File: src/rtl/alu_ops_pkg.sv
// Op-code encoding shared with the ALU-control decoder, plus small decode helpers.
package alu_ops_pkg;

  localparam logic [3:0] OpAdd  = 4'd0;
  localparam logic [3:0] OpSub  = 4'd1;
  localparam logic [3:0] OpAnd  = 4'd2;
  localparam logic [3:0] OpOr   = 4'd3;
  localparam logic [3:0] OpXor  = 4'd4;
  localparam logic [3:0] OpSll  = 4'd5;
  localparam logic [3:0] OpSrl  = 4'd6;
  localparam logic [3:0] OpSlt  = 4'd7;
  localparam logic [3:0] OpBeq  = 4'd8;
  localparam logic [3:0] OpBne  = 4'd9;
  localparam logic [3:0] OpBlt  = 4'd10;
  localparam logic [3:0] OpBge  = 4'd11;
  localparam logic [3:0] OpBltu = 4'd12;
  localparam logic [3:0] OpBgeu = 4'd13;

  function automatic logic is_shift(input logic [3:0] op);
    return (op == OpSll) || (op == OpSrl);
  endfunction

  function automatic logic is_branch(input logic [3:0] op);
    return (op >= OpBeq) && (op <= OpBgeu);
  endfunction

endpackage

File: src/rtl/alu_cmp.sv
// Combinational comparator shared by SLT and the branch op codes.
module alu_cmp #(
  parameter int unsigned WIDTH = 32
) (
  input  logic [WIDTH-1:0] a,
  input  logic [WIDTH-1:0] b,
  output logic             eq,
  output logic             lt,
  output logic             ltu
);

  assign eq  = (a == b);
  assign lt  = ($signed(a) < $signed(b));
  assign ltu = (a < b);

endmodule

File: src/rtl/alu_seq.sv
// Multi-cycle execute unit: single-cycle logic/arith/compare, bit-serial shifts,
// valid/ready request handshake and a one-cycle valid_out result pulse.
module alu_seq
  import alu_ops_pkg::*;
#(
  parameter  int unsigned WIDTH = 32,
  localparam int unsigned SHW   = $clog2(WIDTH)
) (
  input  logic             clk,
  input  logic             reset,
  input  logic             valid_in,
  output logic             ready_out,
  input  logic [3:0]       ALU_ctr,
  input  logic [WIDTH-1:0] src_a,
  input  logic [WIDTH-1:0] src_b,
  output logic             valid_out,
  output logic [WIDTH-1:0] result,
  output logic             branch_taken
);

  typedef enum logic [1:0] {StIdle, StShift, StDone} state_e;

  state_e           state_q;
  logic [WIDTH-1:0] result_q;
  logic             branch_q;
  logic [WIDTH-1:0] work_q;
  logic [SHW-1:0]   cnt_q;
  logic             dir_left_q;

  logic [WIDTH-1:0] alu_res;
  logic             alu_br;
  logic [WIDTH-1:0] work_shifted;
  logic [SHW-1:0]   shamt;
  logic             cmp_eq, cmp_lt, cmp_ltu;

  alu_cmp #(
    .WIDTH(WIDTH)
  ) u_cmp (
    .a  (src_a),
    .b  (src_b),
    .eq (cmp_eq),
    .lt (cmp_lt),
    .ltu(cmp_ltu)
  );

  assign shamt        = src_b[SHW-1:0];
  assign work_shifted = dir_left_q ? (work_q << 1) : (work_q >> 1);

  // Single-cycle result; shifts land here only for the shamt == 0 case.
  always_comb begin
    alu_res = '0;
    alu_br  = 1'b0;
    case (ALU_ctr)
      OpAdd:        alu_res = src_a + src_b;
      OpSub:        alu_res = src_a - src_b;
      OpAnd:        alu_res = src_a & src_b;
      OpOr:         alu_res = src_a | src_b;
      OpXor:        alu_res = src_a ^ src_b;
      OpSll, OpSrl: alu_res = src_a;
      OpSlt:        alu_res = {{(WIDTH-1){1'b0}}, cmp_lt};
      OpBeq:        alu_br  = cmp_eq;
      OpBne:        alu_br  = ~cmp_eq;
      OpBlt:        alu_br  = cmp_lt;
      OpBge:        alu_br  = ~cmp_lt;
      OpBltu:       alu_br  = cmp_ltu;
      OpBgeu:       alu_br  = ~cmp_ltu;
      default:      ;
    endcase
    if (is_branch(ALU_ctr)) begin
      alu_res = {{(WIDTH-1){1'b0}}, alu_br};
    end
  end

  always_ff @(posedge clk) begin
    if (reset) begin
      state_q    <= StIdle;
      result_q   <= '0;
      branch_q   <= 1'b0;
      work_q     <= '0;
      cnt_q      <= '0;
      dir_left_q <= 1'b0;
    end else begin
      unique case (state_q)
        StIdle: begin
          if (valid_in) begin
            if (is_shift(ALU_ctr) && (shamt != '0)) begin
              work_q     <= src_a;
              cnt_q      <= shamt;
              dir_left_q <= (ALU_ctr == OpSll);
              state_q    <= StShift;
            end else begin
              result_q <= alu_res;
              branch_q <= alu_br;
              state_q  <= StDone;
            end
          end
        end
        StShift: begin
          work_q <= work_shifted;
          cnt_q  <= cnt_q - SHW'(1);
          if (cnt_q == SHW'(1)) begin
            result_q <= work_shifted;
            branch_q <= 1'b0;
            state_q  <= StDone;
          end
        end
        StDone:  state_q <= StIdle;
        default: state_q <= StIdle;
      endcase
    end
  end

  assign ready_out    = (state_q == StIdle);
  assign valid_out    = (state_q == StDone);
  assign result       = result_q;
  assign branch_taken = branch_q;

endmodule

File: config.mk
export PLATFORM = sky130hd
export DESIGN_NAME = alu_seq
export DESIGN_NICKNAME = d
export VERILOG_FILES = /design/src/rtl/alu_ops_pkg.sv /design/src/rtl/alu_cmp.sv /design/src/rtl/alu_seq.sv
export SDC_FILE = /design/constraint.sdc
export NUM_CORES = 1
export LEC_CHECK = 0
export CAP_MARGIN = 30
export CORE_MARGIN = 2
export CORE_UTILIZATION = 50
export CTS_BUF_LIST = sky130_fd_sc_hd__clkbuf_8
export CTS_CLUSTER_DIAMETER = 120
export DETAILED_ROUTE_END_ITERATION = 10
export PLACE_DENSITY_LB_ADDON = 0.08
export RECOVER_POWER = 50
export SLEW_MARGIN = 20
export SYNTH_ARGS = -nofsm -noshare
export SYNTH_HDL_FRONTEND = slang
export SYNTH_SLANG_ARGS = --single-unit
export TNS_END_PERCENT = 50
File: constraint.sdc
create_clock -name clk -period 4.6 [get_ports clk]
set_clock_uncertainty 0.15 [all_clocks]
set_input_delay 0.92 -clock clk [delete_from_list [all_inputs] [get_ports clk]]
set_output_delay 0.92 -clock clk [all_outputs]
set_load 0.05 [all_outputs]
After elaboration in Yosys (flattened, before gate mapping)
Index checks and enable logic that the tools add are counted.
{ "totals": {"regBits": 73, "input_bits": 71, "out_inout_bits": 35, "elab_cells": 74} }
{ "classes": {"addsub": 3, "order_cmp": 4, "n_eq_ne": 21, "n_mux": 22, "bitwise": 6, "n_reduce_logical": 12} }
{ "op_table": {"columns": ["op", "count"], "rows": [
  ["2-to-1 mux 32 bit", 7],
  ["case mux 32 bit (7 select lines)", 1],
  ["case mux 32 bit (2 select lines)", 2],
  ["< comparator 32 bit", 2],
  ["adder 32 bit", 1],
  ["AND 32 bit", 1],
  ["equality test 32 bit", 1],
  ["bitwise OR 32 bit", 1],
  ["subtractor 32 bit", 1],
  ["bitwise XOR 32 bit", 1],
  ["equality test 4 bit (second input constant)", 6],
  ["equality test 4 x 3 -> 1 bit (second input constant)", 4],
  ["2-to-1 mux 5 bit", 2],
  ["case mux 5 bit (2 select lines)", 1],
  ["equality test 4 x 2 -> 1 bit (second input constant)", 2],
  ["2-to-1 mux 2 bit", 3],
  ["inequality test 2 bit (second input constant)", 3],
  ["case mux 1 bit (6 select lines)", 1],
  ["AND reduction 3 bit", 2],
  ["equality test 5 x 1 -> 1 bit (second input constant)", 1],
  ["nonzero test 5 bit", 1],
  ["subtractor 5 x 1 -> 5 bit (second input constant)", 1],
  ["equality test 4 x 1 -> 1 bit (second input constant)", 1],
  ["greater-or-equal comparator 4 bit (second input constant)", 1],
  ["other kinds (16)", 21]
]} }

Depth between registers and ports, before layout
Gate-level depths: netlist of the first run.
{ "logic_depth": {"ltp_word": 7, "ltp_mapped": 12, "ltp_nobuf": 12} }

By module
From an unflattened synthesis of the first run, not the netlist that was laid out.
{ "hier_totals": {"hier_cells": 1191, "hier_area_um2": 8639.5} }
{ "modules_own_cells": {"columns": ["mod", "instances", "cells_per_inst", "area_per_inst_um2", "seq_area_each_um2"], "rows": [
  ["alu_seq", 1, 1076, 7817.5, 1461.4],
  ["alu_cmp", 1, 115, 822.0, 0.0]
]} }

Least setup slack after synthesis of the first run
OpenSTA, ideal clock, no wires.
{ "synth_path": {"path_kind": "input to register", "from": "input src_b[4]", "to": "register result_q[23] (netlist: result[23])", "setup_ps": 120, "arrival_ps": 3440, "t_required_ps": 4330, "path_slack_ps": 890, "path_stages": 12, "n_path_buf": 1, "path_cell_list": "inv_1 ha_1 buf_6 nor2_1 a221o_1 o2111ai_1 or4b_4 a211o_2 a21bo_4 a31oi_4 o21ai_2 a211o_1"} }
{ "synth_between": {"elab_chain_cells": 6, "elab_cells_between_ends": 11, "cone_classes": "add/sub: 2; eq/ne: 1; mux: 5; reduce/logical: 3"} }
{ "synth_rtl": {"columns": ["element", "line", "source"], "rows": [
  ["start, declared", "alu_seq.sv:15", "input logic [WIDTH-1:0] src_b,"],
  ["subtractor 32 bit / adder 32 bit (equally long branches)", "alu_seq.sv:55, alu_seq.sv:54", null],
  ["case mux 32 bit (7 select lines)", "alu_seq.sv:53", "case (ALU_ctr)"],
  ["2-to-1 mux 32 bit", "alu_seq.sv:69", "if (is_branch(ALU_ctr)) begin"],
  ["2-to-1 mux 32 bit", "alu_seq.sv:86", "if (is_shift(ALU_ctr) && (shamt != '0)) begin"],
  ["2-to-1 mux 32 bit", "alu_seq.sv:85", "if (valid_in) begin"],
  ["case mux 32 bit (2 select lines)", "alu_seq.sv:83", "unique case (state_q)"],
  ["end signal, assigned", "alu_seq.sv:92", "result_q <= alu_res;"],
  ["end signal, assigned", "alu_seq.sv:102", "result_q <= work_shifted;"],
  ["end, declared", "alu_seq.sv:24", "logic [WIDTH-1:0] result_q;"]
]} }
Parallel ways exist; a longest one is shown, timed or not. The select of a mux whose other input is x is not followed.
A chain may end at the register's enable or synchronous reset.

Final worst setup path of the first run
{ "layout_path": {"from": "input src_b[1]", "to": "register result_q[21] (netlist: result[21])"} }
Same word-level chain as after synthesis.

==> reports/results.tsv, run 1 <==
metric	value	unit
synth_seq_cells	73	
numCtsBuffers	9	
end_kind	flop	
worst_ep_required_time	4.70	ns
cts_hold_buf	0	
cts_tree	built	
total_power	2.40	mW
final_core_util	60.8	%
worstMarginPinSlew	1.24	ns
n_antenna_cell	0	
antenna_found_initial	0	
post_drt_wl_per_cell	22.0	microns
grt.overflow.total	0	
holdPathStages	2	
floorplan.rows	50	
wirelength	37600	microns
cts_sinks	73	
async_reset_ff_share	0	%
critPathKind	input pin to flop	
clkTransAtPathRegs	0.10	ns
portBuffers	105	
coreArea	0.0186	sq mm
hold_viol_final	0	
power.density	212	mW/mm^2
dieArea	0.0200	sq mm
finalInstanceArea	0.0113	sq mm
drv_cap	0	
rsz0062_at_grt	false	
grt_usage	36.9	%
dr.first_iter.drc_count	1195	
maxSlewViolCount	0	
synth_edf_count	0	
io_pins	106	
fin_crit	4.35	ns
synth_ff_type	dfxtp_1	
status	completed	
post-place-ws	-0.140	ns
vias	10875	
synth-warning-count	0	
drive_above_1_share	9.76	%
crit_fanout	5	
start_util	50.7	%
max_freq	230	MHz
crit_path_start_kind	input pin	
ir_drop	0.000173	V
syn_inst	1355	
hpwl	28300	microns
cts_resized	0	
die-width	141	microns
syn_to_final_growth	19.9	%
syn-cell-area	0.00945	sq mm
grt_pass1_wl	57600	microns
hold_slack	0.310	ns
max_stage_delay	0.63	ns
power.leakage	4.76	nW
clock-root-buffer	clkbuf_8	
syn-mean-instance-area	6.97	sq um
finalSetupViolations	0	
htree_levels	3	
place_area	0.0112	sq mm
cts_setup_buffers	0	
ys_seq_area_share	15.5	%
drtAntennaViolNets	0	
worstSkewPairLatency	0.39	ns
reg2reg_depth	9	
arrival	4.44	ns
dieHeight	141	microns
final_nets	1658	
critical-path-slowest-cell	dlygate4sd3_1	
worst_slack	0.255	ns
crit_chain	dlygate4sd3_1 -> inv_1 -> ha_1 -> a21o_1 -> nand4_1 -> a21oi_1 -> nor2_1 -> o31a_1 -> o41ai_4 -> buf_4 -> mux2i_1 -> a2111oi_0 -> nor4_1	
gp_congestion	0.989	
drt_first_pass_iters	5	
clockBufferDepth	2	
fin_crit_sh	94.5	%
hold_class	flop to flop	
grt_max_degree	44	
post-route-drc-count	0	
synthDistinctLibCells	82	
syn_nets	1543	
grt_pass1_vias	10025	
viasPerCell	6.36	
max-slew-margin-rel	17.1	%
[placed cells by master (no fill, tap or decap), types with 14 or more instances in the layout]
master	n
nor2_1	156
a21oi_1	153
nand2_1	120
ha_1	115
inv_1	100
buf_4	88
dfxtp_1	72
o21ai_0	71
clkdlybuf4s50_1	67
nor3_1	50
mux2i_1	38
dlygate4sd3_1	37
a221oi_1	27
nand3_1	23
a211oi_1	21
a21o_1	19
or3_1	17
o21bai_1	14
o31ai_1	14
nand2b_1	14
[synth_stat cells, drive strengths merged, types with 8 or more instances]
cell,instances,area [sq um]
o31ai,14,105
a211oi,21,158
nand4,13,81.3
nor2,156,586
o21bai,14,105
o22ai,13,81.3
and2,9,56.3
a31oi,11,83.8
and3,9,57.6
inv,102,383
a311oi,11,96.3
dfxtp,73,1460
clkbuf,72,270
ha,115,1440
nor3,51,260
o211ai,12,90.1
nand3,23,115
a21oi,154,771
nand2,120,450
xnor2,9,78.8
a221oi,27,236
a21o,20,151
a221o,13,131
nand3b,8,60.1
o2111ai,8,70.1
buf,22,118
or3,17,106
nor4,14,87.6
nor2b,11,68.8
mux2i,38,380
o21ai,72,364
nand2b,15,93.8
[sequential cells by signal, summed over array words and instances (netlist names)]
register and count:
branch_taken 1, cnt_q 5, dir_left_q 1, result 32
state_q 2, work_q 32
[routing by layer]
metal / global-route usage (%) / wire length, microns
met5: 0 / 0
met4: 8.74 / 746
met3: 5.67 / 3380
met2: 56.6 / 16200
met1: 54.1 / 17200
[power by group]
| group | internal (mW) | leakage, nW | switching (mW) | total, mW |
|---|---|---|---|---|
| clock | 0.207 | 0.0888 | 0.345 | 0.552 |
| sequential | 0.668 | 0.595 | 0.0284 | 0.697 |
| combinational | 0.431 | 4.08 | 0.719 | 1.15 |
| total | 1.31 | 4.76 | 1.09 | 2.40 |
[path summary, 6_finish.rpt]
kind              startpoint    endpoint  slack [ns]
hold / removal     result[3]   result[3]        0.31
setup reg to reg    cnt_q[0]  result[31]        1.76
hold reg to reg    result[3]   result[3]        0.31
setup / recovery    src_b[1]  result[21]        0.25
[logic make-up (layout without fill, tap and decap cells)]
kind of cell / Yosys count / in the layout / synth area share, %
compound gates: 450 / 450 / 32.0
xor+xnor: 11 / 11 / 1.02
buf+inv: 197 / 317 / 8.20
fa+ha+maj: 117 / 117 / 15.6
simple gates: 462 / 462 / 22.8
flops: 73 / 73 / 15.5
mux: 45 / 45 / 4.86
[final cells by class]
| class | instances | area, sq um |
|---|---|---|
| Fill cell | 1796 | 7310 |
| Clock buffer | 9 | 124 |
| Tap cell | 234 | 293 |
| Multi-Input combinational cell | 1085 | 7240 |
| Sequential cell | 73 | 1460 |
| Clock inverter | 7 | 61.3 |
| Inverter | 103 | 387 |
| Timing Repair Buffer | 198 | 1760 |
[through the flow]
stage | std cells | TNS, ns
after floorplan | 1355 | 0
after global placement | 1693 | -0.0657
after detailed placement | 1693 | -0.202
after CTS | 1709 | 0
after global routing | 1709 | 0
final | 1709 | 0
[critical path: cells and delay by family]
| kind | cells | cell delay, ns |
|---|---|---|
| multiplexers | 1 | 0.08 |
| AND/OR/NAND/NOR | 3 | 0.38 |
| adder cells (fa/ha/maj) | 1 | 0.36 |
| buffers and inverters | 3 | 0.93 |
| AO/OA/AOI/OAI | 5 | 1.75 |
No activity file was read; power rests on OpenSTA's default activity.
==> run 2: changes to the inputs <==
CORE_MARGIN = not set   (was 2)
==> reports/results.tsv, run 2 (same netlist as run 1, synthesis figures left out) <==
metric	value	unit
worstSkewPairLatency	0.41	ns
most-common-layout-cells	nor2_1 (156), a21oi_1 (154), nand2_1 (120)	
hold_viol_final	0	
end_kind	flop	
clockPowerShare	27.3	%
n_antenna_cell	0	
fin_tns_setup	0	ns
io_pins	106	
status	completed	
grt_pass1_vias	10438	
cts_hold_buf	0	
p_switching	1.08	mW
maxSlewViolCount	0	
drt_first_pass_iters	5	
grt_usage	39.4	%
dieHeight	139	microns
final_core_util	62.4	%
hold_class	flop to flop	
critPathKind	input pin to flop	
post_drt_wl_per_cell	22.4	microns
cts_setup_buffers	0	
coreArea	0.0183	sq mm
max_freq	234	MHz
cts_sinks	73	
clkTransAtPathRegs	0.09	ns
clockBufferDepth	2	
clock-root-buffer	clkbuf_8	
vias	11146	
final_common_cell	nor2_1	
syn_to_final_growth	20.7	%
drive_above_1_share	9.99	%
power.density	224	mW/mm^2
htree_levels	3	
die-width	139	microns
worst_ep_required_time	4.75	ns
hold_slack	0.324	ns
final_nets	1664	
dr.first_iter.drc_count	1298	
worstMarginPinSlew	1.22	ns
max-slew-margin-rel	18.4	%
viasPerCell	6.52	
drtAntennaViolNets	0	
grt.overflow.total	0	
antenna_found_initial	0	
cts_resized	0	
post-route-drc-count	0	
arrival	4.43	ns
crit_path_start_kind	input pin	
combPwrFrac	45.4	%
place_area	0.0112	sq mm
power_frac_seq	27.3	%
crit_fanout	6	
numCtsBuffers	9	
p_int	1.47	mW
dieArea	0.0195	sq mm
fin_crit_sh	93.0	%
total_power	2.55	mW
finalInstanceArea	0.0114	sq mm
portBuffers	105	
rsz0062_at_grt	false	
finalSetupViolations	0	
gp_congestion	1.02	
fin_crit	4.28	ns
p_sw_share	42.4	%
n_fill_cell	1747	
cts_tree	built	
grt_pass1_wl	59500	microns
floorplan.rows	49	
ir_drop	0.000143	V
grt_max_degree	40	
hpwl	29500	microns
wirelength	38300	microns
start_util	51.7	%
power.leakage	4.82	nW
drv_cap	0	
==> run 2: final cells by class <==
type | count | area, sq um | share of cell area (%)
Clock buffer | 9 | 124 | 1.09
Clock inverter | 7 | 125 | 1.10
Inverter | 103 | 387 | 3.39
Multi-Input combinational cell | 1085 | 7230 | 63.4
Sequential cell | 73 | 1460 | 12.8
Tap cell | 229 | 287 | 2.51
Timing Repair Buffer | 204 | 1790 | 15.7
==> run 2: path summary, 6_finish.rpt <==
path                   from    endpoint  slack (ns)  cells past startpoint
setup / recovery   src_b[1]  result[25]        0.32                     13
hold / removal    result[3]   result[3]        0.32                      2
setup reg to reg   cnt_q[0]  result[18]        1.26                      8
hold reg to reg   result[3]   result[3]        0.32                      2
==> run 2: power by group through the flow <==
| stage | logic, mW | registers [mW] | clock network (mW) |
|---|---|---|---|
| 6_report | 1.16 | 0.698 | 0.697 |
| 5_1_grt | 1.24 | 0.702 | 0.722 |
| 4_1_cts | 1.14 | 0.698 | 0.699 |
| 3_5_place_dp | 1.13 | 0.713 | 0 |
| 3_3_place_gp | 1.13 | 0.712 | 0 |
| 2_1_floorplan | 0.629 | 0.781 | 0 |
==> run 2: per-layer routing <==
layer  up-vias  track usage (%)  wire length, microns
met3        81             5.47                  3740
met2       647             58.7                 16100
met4         0             15.0                  1100
met1      5269             57.0                 17400
li1       5149                -                     -
met5         -                0                     0
==> run 2: through the flow <==
stage / setup WS [ns] / cells
global route: 0.0114 / 1710
global placement: 0.0272 / 1694
CTS: 0.445 / 1710
floorplan: 0.890 / 1355
finish: 0.321 / 1710
detailed placement: 0.0699 / 1694
==> run 2: worst max-delay path, cell delays in order <==
cell	delay, ns
dlygate4sd3_1	0.75
inv_1	0.13
ha_1	0.38
a21o_1	0.16
nand4_1	0.13
a21oi_1	0.34
nor2_1	0.11
o31a_1	0.36
o41ai_4	0.29
buf_4	0.21
a21oi_1	0.09
o211a_1	0.22
o41ai_1	0.32
==> run 3: changes to the inputs <==
ABC_CLOCK_PERIOD_IN_PS = 4600   (was not set)
==> results of run 3 <==
No change in the layout: final DEF, timing and power equal those of run 2.
